--- config.mk ---
export PLATFORM = sky130hd
export DESIGN_NAME = std_smult_arbiter
export DESIGN_NICKNAME = d
export VERILOG_FILES = /design/src/rtl/std_smult_arbiter.sv
export SDC_FILE = /design/constraint.sdc
export NUM_CORES = 1
export LEC_CHECK = 0
export ABC_AREA = 1
export CORE_MARGIN = 2
export CORE_UTILIZATION = 46
export CTS_BUF_LIST = sky130_fd_sc_hd__clkbuf_4 sky130_fd_sc_hd__clkbuf_8 sky130_fd_sc_hd__clkbuf_16
export DETAILED_ROUTE_END_ITERATION = 8
export PLACE_DENSITY = 0.79
export SLEW_MARGIN = 20
export SYNTH_ARGS = -nofsm -noshare
export SYNTH_HDL_FRONTEND = slang
export SYNTH_SLANG_ARGS = --single-unit
--- constraint.sdc ---
create_clock -name clk -period 9.95 [get_ports clk]
set_input_delay 1.4925 -clock clk [delete_from_list [all_inputs] [get_ports clk]]
set_output_delay 1.4925 -clock clk [all_outputs]
set_load 0.005 [all_outputs]
--- src/rtl/std_smult_arbiter.sv ---
// -----------------------------------------------------------------------------
// std_smult_arbiter
//
// Round-robin scheduler sharing one pipelined signed multiplier among NREQ
// requesters that use a go/done handshake. Every issued operation carries its
// requester index as a tag. The result returns on the shared bus together
// with a one-cycle done pulse for that requester.
//
// Parameters:
//   width   - operand/result width (signed two's complement)
//   NREQ    - number of requesters (2..16)
//   LATENCY - cycles from the grant cycle to the done cycle (>=1)
//
// Ports:
//   clk    in   1           rising-edge clock
//   reset  in   1           asynchronous active-low reset
//   go     in   NREQ        per-requester request, held until its done
//   left   in   NREQ*width  packed left operands, requester i at [i*width +: width]
//   right  in   NREQ*width  packed right operands, same packing
//   out    out  width       shared result, nonzero only alongside a done bit
//   done   out  NREQ        one-hot completion pulse (registered)
//   grant  out  NREQ        one-hot issue indication for this cycle (combinational)
//
// Optional feature macro: STD_SMULT_ARBITER_SATURATE_EN
//   defined   -> result saturates to the signed width range in the final stage
//   undefined -> result is the low width bits of the product (wrap-around)
// -----------------------------------------------------------------------------
module std_smult_arbiter #(
    parameter int width   = 32,
    parameter int NREQ    = 4,
    parameter int LATENCY = 3
) (
    input  logic                    clk,
    input  logic                    reset,
    input  logic [NREQ-1:0]         go,
    input  logic [NREQ*width-1:0]   left,
    input  logic [NREQ*width-1:0]   right,
    output logic [width-1:0]        out,
    output logic [NREQ-1:0]         done,
    output logic [NREQ-1:0]         grant
);

    localparam int PW = (NREQ > 1) ? $clog2(NREQ) : 1;

    // Carried product width. Wrap-around only ever needs the low width bits of
    // the full product, which are identical to a width-bit multiply, so the
    // pipeline carries only those; saturation needs the whole 2*width product.
`ifdef STD_SMULT_ARBITER_SATURATE_EN
    localparam int CW = 2 * width;
`else
    localparam int CW = width;
`endif

    function automatic logic [NREQ-1:0] onehot_f(input logic [PW-1:0] idx);
        logic [NREQ-1:0] v;
        v      = {NREQ{1'b0}};
        v[idx] = 1'b1;
        return v;
    endfunction

    // Reduce the carried product to the result width.
    function automatic logic [width-1:0] finalize_f(input logic [CW-1:0] p);
`ifdef STD_SMULT_ARBITER_SATURATE_EN
        logic [width:0] top;
        top = p[CW-1:width-1];
        // In range exactly when the sign bit of the result is replicated above it.
        if ((top == {(width+1){1'b0}}) || (top == {(width+1){1'b1}})) begin
            return p[width-1:0];
        end else if (p[CW-1]) begin
            return {1'b1, {(width-1){1'b0}}};
        end else begin
            return {1'b0, {(width-1){1'b1}}};
        end
`else
        return p;
`endif
    endfunction

    logic [PW-1:0]          ptr_r;
    logic [NREQ-1:0]        inflight_r;
    logic [NREQ-1:0]        inflight_next_s;
    logic [NREQ-1:0]        done_r;
    logic [width-1:0]       out_r;
    logic [NREQ-1:0]        elig_s;
    logic [NREQ-1:0]        grant_s;
    logic [PW-1:0]          win_s;
    logic                   found_s;
    logic signed [width-1:0] a_s;
    logic signed [width-1:0] b_s;
    logic signed [CW-1:0]   a_x_s;
    logic signed [CW-1:0]   b_x_s;
    logic [CW-1:0]          prod_s;
    logic                   fin_vld_s;
    logic [PW-1:0]          fin_tag_s;
    logic [CW-1:0]          fin_prod_s;

    // A requester completing this cycle is not eligible, so a grant and a done
    // can never coincide for the same requester.
    assign elig_s = go & ~inflight_r & ~done_r;

    // Round-robin search starting at ptr_r, wrapping modulo NREQ.
    always_comb begin : arb_c
        logic [PW:0] sum_v;
        sum_v   = {(PW+1){1'b0}};
        found_s = 1'b0;
        win_s   = {PW{1'b0}};
        for (int k = 0; k < NREQ; k++) begin
            sum_v = {1'b0, ptr_r} + (PW+1)'(k);
            if (sum_v >= (PW+1)'(NREQ)) begin
                sum_v = sum_v - (PW+1)'(NREQ);
            end else begin
                sum_v = sum_v;
            end
            if (!found_s && elig_s[sum_v[PW-1:0]]) begin
                found_s = 1'b1;
                win_s   = sum_v[PW-1:0];
            end else begin
                found_s = found_s;
            end
        end
        if (found_s) begin
            grant_s = onehot_f(win_s);
        end else begin
            grant_s = {NREQ{1'b0}};
        end
    end

    // Winner operand select and signed multiply.
    always_comb begin
        a_s    = left[int'(win_s)*width +: width];
        b_s    = right[int'(win_s)*width +: width];
        a_x_s  = CW'(a_s);
        b_x_s  = CW'(b_s);
        prod_s = a_x_s * b_x_s;
    end

    // In-flight flags: clear on the edge that raises done, set on issue.
    always_comb begin
        inflight_next_s = inflight_r;
        if (fin_vld_s) begin
            inflight_next_s = inflight_next_s & ~onehot_f(fin_tag_s);
        end else begin
            inflight_next_s = inflight_next_s;
        end
        inflight_next_s = inflight_next_s | grant_s;
    end

    // Arbiter state: round-robin pointer and in-flight flags.
    always_ff @(posedge clk or negedge reset) begin
        if (!reset) begin
            ptr_r      <= {PW{1'b0}};
            inflight_r <= {NREQ{1'b0}};
        end else begin
            inflight_r <= inflight_next_s;
            if (found_s) begin
                ptr_r <= (win_s == PW'(NREQ-1)) ? {PW{1'b0}} : win_s + PW'(1);
            end else begin
                ptr_r <= ptr_r;
            end
        end
    end

    generate
        if (LATENCY > 1) begin : g_pipe
            localparam int D = LATENCY - 1;
            logic          vld_r  [D];
            logic [PW-1:0] tag_r  [D];
            logic [CW-1:0] prod_r [D];

            // Intermediate stages shift every cycle; there is no stall.
            always_ff @(posedge clk or negedge reset) begin
                if (!reset) begin
                    for (int k = 0; k < D; k++) begin
                        vld_r[k]  <= 1'b0;
                        tag_r[k]  <= {PW{1'b0}};
                        prod_r[k] <= {CW{1'b0}};
                    end
                end else begin
                    vld_r[0]  <= found_s;
                    tag_r[0]  <= win_s;
                    prod_r[0] <= prod_s;
                    for (int k = 1; k < D; k++) begin
                        vld_r[k]  <= vld_r[k-1];
                        tag_r[k]  <= tag_r[k-1];
                        prod_r[k] <= prod_r[k-1];
                    end
                end
            end

            assign fin_vld_s  = vld_r[D-1];
            assign fin_tag_s  = tag_r[D-1];
            assign fin_prod_s = prod_r[D-1];
        end else begin : g_direct
            assign fin_vld_s  = found_s;
            assign fin_tag_s  = win_s;
            assign fin_prod_s = prod_s;
        end
    endgenerate

    // Final stage: registered done pulse and result; zero when nothing completes.
    always_ff @(posedge clk or negedge reset) begin
        if (!reset) begin
            done_r <= {NREQ{1'b0}};
            out_r  <= {width{1'b0}};
        end else if (fin_vld_s) begin
            done_r <= onehot_f(fin_tag_s);
            out_r  <= finalize_f(fin_prod_s);
        end else begin
            done_r <= {NREQ{1'b0}};
            out_r  <= {width{1'b0}};
        end
    end

    assign done  = done_r;
    assign out   = out_r;
    assign grant = grant_s;

endmodule

==> run metrics, run 1 <==
Post-synth EDFFs 0; die area ~0.05 mm^2; placed cells 3906; Initial Utilization 46.6%; DR iter-0 viols around 1500; synthesized area ~0.022 mm^2; post-synth cell types between 40 and 50; cell with the most instances after synthesis inv_1; Avg Cell Area, Syn 7.77 um^2; Crit-path slowest cell fa_1; most frequent CP cell nand2_1; sequential share of the synthesized area between 10 and 15%; max-cap violation count 0; CTS tree done; Vias a little under 20000; Reg2Reg Capture Point g_pipe.prod_r[63]$_DFF_PN0_; die width around 220 um; CP max FO 15; Endpoint, Worst Hold fin_prod_s[7]$_DFF_PN0_; R2R setup slack 1280 ps; Synth top area share between 30% and 40%; fraction of registers with async set/reset 100%; chip height around 220 um; Reg area roughly 0.0028 mm^2; Required @ worst endpoint between 10000 and 15000 ps; I/O pin cnt 302; synth top area cells fa_1, dfrtp_1, inv_1; worst reg2reg path depth between 40 and 50; Worst setup SP type input pin; GRT Overall Usage about 28%; clock latency on the worst-skew pair 380 ps; initial antenna violation count 0; pin count of the biggest net entering global routing a little over 60; H-tree levels 3; drc violations 0; Root Driver clkbuf_16; synth warn 0; clk_skew 12.9 ps; slew of the pin with the lowest slew margin just under 800 ps; Buffers & Inverters on Critical Path 11; largest area contributor in the netlist fa_1; run status finished, final reports clean; post-layout min period between 9000 and 10000 ps; Final Hold Vio Count 0; Final Setup Violations 0; grt ovf 0; Num CTS Buffers 9; nets@finish around 4100; CTS Buffer Depth 2; vias in the first global route ~21000; Max Freq around 0.10 GHz; dpl hpwl approximately 59000 um; routed length per instance approximately 17 um; critical path class input pin to flop; most common flop cell mapped by yosys dfrtp_1; core area approximately 0.048 mm^2; first-pass GRT wire length ~110000 um; Fill cells ~4200; Slew headroom between 40% and 50%; RD Place Congestion roughly 1; Antenna Nets Post-Route 0; CP delay by family, top adder cells; drt via density around 5; clock sink count 112; Synth-to-Final Area Change 26.1%; DR pass1 iterations 5; crit end category flop; RR Startpoint ptr_r[1]$_DFFE_PN0P_; CP max stage delay slightly below 600 ps; multi-input logic area 0.0165 mm^2; Non-Filler Instances 3926; Hold Path Class flop to flop; Mapped Nets ~3700; crit share post-route 96.5%; Synth top cells by count inv_1, nand2_1, nor2_1; cells after synthesis ~2900; hold path startpoint g_pipe.prod_r[39]$_DFF_PN0_; share of layout cells above drive strength 1 just under 10%; IO buf count 301; Slew Viols, Final 0; Worst-path clk slew approximately 90 ps; worst hold path depth 0; Ant. Diodes 0; Routed Wire Length 67700 um; Yosys reg bits 112; crit path DAT a little under 10000 ps; num rows 80
## routing by layer
metal	up-vias	routed length, um	global-route usage [%]
met4	0	3150	12.7
li1	9256	-	-
met3	198	6120	7.00
met1	9566	25600	33.9
met5	-	0	0
met2	834	32900	47.9
## through the flow
| stage | area, um^2 | setup slack (ps) | utilization (%) | TNS (ps) | hold WS [ps] |
|---|---|---|---|---|---|
| 2_1_floorplan | 22300 | 946 | - | 0 | 331 |
| 3_3_place_gp | 27700 | -174 | 57.8 | -174 | 331 |
| 3_5_place_dp | 27700 | -226 | 57.8 | -226 | 335 |
| 4_1_cts | 27900 | 146 | 58.4 | 0 | 352 |
| 5_1_grt | 28100 | -32.7 | 58.8 | -32.7 | 355 |
| 6_report | 28100 | 344 | 58.8 | 0 | 349 |
## placed cells by master, fill, tap and decap left out, types with 14 or more instances in the layout
cell             count
xor2_1              27
ha_1               154
buf_4              204
nand3_1            124
dfrtp_1            112
o211ai_1            19
nor2_1             490
nand3b_1            23
o21ai_0             45
nand2_1            515
a21oi_1             42
o21ai_1             17
xnor2_1             20
nand2_2             14
fa_1               407
buf_12              33
inv_1              650
clkdlybuf4s50_1    300
## state kept, by name, summed over array words and instances, names as in the netlist
| name | count |
|---|---|
| fin_prod_s | 32 |
| g_pipe.prod_r | 32 |
| out | 32 |
| done | 4 |
| inflight_r | 4 |
| fin_tag_s | 2 |
| g_pipe.tag_r | 2 |
| ptr_r | 2 |
| fin_vld_s | 1 |
| g_pipe.vld_r | 1 |
## worst register-to-register path: cells and delay by family, from the launching register on
kind            cells  cell delay [ps]
fa+ha+maj           9             4480
simple gates       18             1740
buf+inv            12             1250
compound gates      4              600
flops               1              510
## cell families after synthesis
logic type / synth area share [%]
AND/OR/NAND/NOR: 21.9
buffers and inverters: 14.0
adder cells (fa/ha/maj): 45.3
AO/OA/AOI/OAI: 4.20
flip-flops: 12.6
XOR/XNOR: 2.06
## layout make-up
| cell class | instances | share of cell area, % |
|---|---|---|
| Clock buffer | 10 | 0.850 |
| Clock inverter | 6 | 0.200 |
| Inverter | 670 | 9.00 |
| Multi-Input combinational cell | 1970 | 58.5 |
| Sequential cell | 112 | 9.96 |
| Tap cell | 615 | 2.74 |
| Timing Repair Buffer | 543 | 18.7 |
## worst max-delay path by stage
stage          start                           to  slack, ps  cells after the start
4_1_cts        go[1]  g_pipe.prod_r[63]$_DFF_PN0_        150                     41
6_report       go[3]  g_pipe.prod_r[63]$_DFF_PN0_        340                     41
3_3_place_gp   go[1]  g_pipe.prod_r[63]$_DFF_PN0_       -170                     41
2_1_floorplan  go[1]  g_pipe.prod_r[63]$_DFF_PN0_        950                     39
3_5_place_dp   go[1]  g_pipe.prod_r[63]$_DFF_PN0_       -230                     41
5_1_grt        go[3]  g_pipe.prod_r[63]$_DFF_PN0_        -30                     43
## timing repair
item	in CTS	in global routing
hold buffers	0	0
setup endpoints to repair	0	2
endpoints found under the hold margin	0	0
setup buffers	0	4
gates resized for setup	0	36
Power of run 1 is left out: the tool's default activity adds up to more than one toggle a clock period on the data nets, which glitch-free logic cannot reach.
==> inputs of run 2 (changes only) <==
--- a/config.mk
+++ b/config.mk
@@ -10,7 +10,7 @@
 export CORE_UTILIZATION = 46
 export CTS_BUF_LIST = sky130_fd_sc_hd__clkbuf_4 sky130_fd_sc_hd__clkbuf_8 sky130_fd_sc_hd__clkbuf_16
 export DETAILED_ROUTE_END_ITERATION = 8
-export PLACE_DENSITY = 0.79
+export PLACE_DENSITY = 0.66
 export SLEW_MARGIN = 20
 export SYNTH_ARGS = -nofsm -noshare
 export SYNTH_HDL_FRONTEND = slang
==> run 2 against run 1 <==
  * Design area rose by 0.20%
  * Clock skew rose by 3.2 ps
  * Core utilization rose by 0.11 points
  * Cell count rose by 0.20%
  * Sequential share of layout area barely moved
  * Worst hold slack barely moved
  * Routed wire length rose by 9.4%
  * First-iteration DRC count fell by 14%
  * Die area did not move
  * Via count rose by 1.1%
  * Global-route usage rose by 2.3 points
  * Critical path depth rose by 3
  * Critical endpoint unchanged
==> run metrics, run 2 (synthesized netlist as in run 1, its figures left out) <==
pin count of the biggest net entering global routing 62; most frequent CP cell nand2_1; Crit-path slowest cell fa_1; IO buf count between 300 and 400; GR Layer Usage met1 around two fifths; clock latency on the worst-skew pair around 370 ps; drt via density 5.10; initial antenna violation count 2; critical path class input pin to flop; placed cells about 3900; commonest non-fill, non-tap cell in the layout inv_1; chip height roughly 220 um; met2 usage between 50% and 60%; Num CTS Buffers 9; CP max stage delay between 500 and 600 ps; Antenna Nets Post-Route 0; core area 0.0478 mm^2; CTS tree done; H-tree levels 3; commonest non-fill, non-tap cells in the layout inv_1, nand2_1, nor2_1; nets@finish between 4000 and 5000; num rows 80; RSZ-0062 raised after global routing no; Worst-path clk slew 80 ps; DR pass1 iterations 6; drc violations 0; post-layout util about three fifths; crit end category flop; crit path DAT slightly below 10000 ps; clock sink count 112; GR peak layer met2; first-pass GRT wire length 117000 um; Vias approximately 20000; Root Driver clkbuf_16; CP max FO 23; routed length per instance between 15 and 20 um; RD Place Congestion around 1; die width ~220 um; Synth-to-Final Area Change 26.4%; CTS Buffer Depth 2; share of layout cells above drive strength 1 between 9 and 10%; Worst setup SP type input pin; Slew Viols, Final 0; post-layout min period 9620 ps; Routed Wire Length approximately 74000 um; Max Freq roughly 0.10 GHz; met3 usage roughly 3.9%; I/O pin cnt between 300 and 400; die area roughly 0.050 mm^2; slew of the pin with the lowest slew margin roughly 760 ps; Final Setup Violations 0; Initial Utilization ~47%; GRT Overall Usage between 30 and 40%; max-cap violation count 0; DR iter-0 viols roughly 1300; Slew headroom 49.6%; Non-Filler Instances between 3000 and 4000; vias in the first global route between 20000 and 25000; clk_skew roughly 16 ps; crit share post-route 96.6%; Required @ worst endpoint roughly 10000 ps; Final Hold Vio Count 0; run status finished, final reports clean; grt ovf 0; dpl hpwl ~64000 um; hold_buf cts 0; Hold Path Class flop to flop
## run 2: critical path, delay by kind of cell
family	cells	cell delay (ps)
and+or+nand+nor	17	1730
buffers and inverters	13	1580
adders and majority gates	9	4200
AOI/OAI and AO/OA	5	840
## run 2: area by class of cell
cell class	instances	area, um^2
Inverter	670	2530
Fill cell	4375	19700
Multi-Input combinational cell	1971	16500
Timing Repair Buffer	549	5300
Tap cell	615	769
Clock inverter	5	61.3
Sequential cell	112	2800
Antenna cell	1	2.50
Clock buffer	11	246
## run 2: through the flow
stage / worst slack, ps / area (um^2) / TNS (ps) / hold WS [ps]
2_1_floorplan: 946 / 22300 / 0 / 331
5_1_grt: 11.7 / 28200 / 0 / 356
3_3_place_gp: 5.17 / 27700 / 0 / 332
3_5_place_dp: -75.9 / 27700 / -176 / 335
4_1_cts: 308 / 28000 / 0 / 351
6_report: 334 / 28200 / 0 / 350
## run 2: what timing repair did
| item | in CTS | in global routing |
|---|---|---|
| gates resized for setup | 0 | 25 |
| buffers inserted | 0 | 3 |
| endpoints found under the setup margin | 0 | 6 |
## run 2: path summary, 6_finish.rpt
| path | start | end | slack (ps) | depth (start not counted) |
|---|---|---|---|---|
| hold reg to reg | g_pipe.prod_r[47]$_DFF_PN0_ | fin_prod_s[15]$_DFF_PN0_ | 350 | 0 |
| max in group asynchronous | reset | fin_prod_s[21]$_DFF_PN0_ | 7620 | 2 |
| min in group asynchronous | reset | inflight_r[0]$_DFF_PN0_ | 1120 | 1 |
| hold / removal | g_pipe.prod_r[47]$_DFF_PN0_ | fin_prod_s[15]$_DFF_PN0_ | 350 | 0 |
| setup / recovery | go[2] | g_pipe.prod_r[63]$_DFF_PN0_ | 330 | 44 |
| setup reg to reg | ptr_r[0]$_DFFE_PN0P_ | g_pipe.prod_r[63]$_DFF_PN0_ | 1230 | 42 |
## run 2: metal layers
metal  routed length [um]  vias up
li1                     -     9271
met1                30200     9939
met2                36400      694
met3                 4320      167
met4                 3080        2
met5                   15        -
Power of run 2 is left out for the same reason.
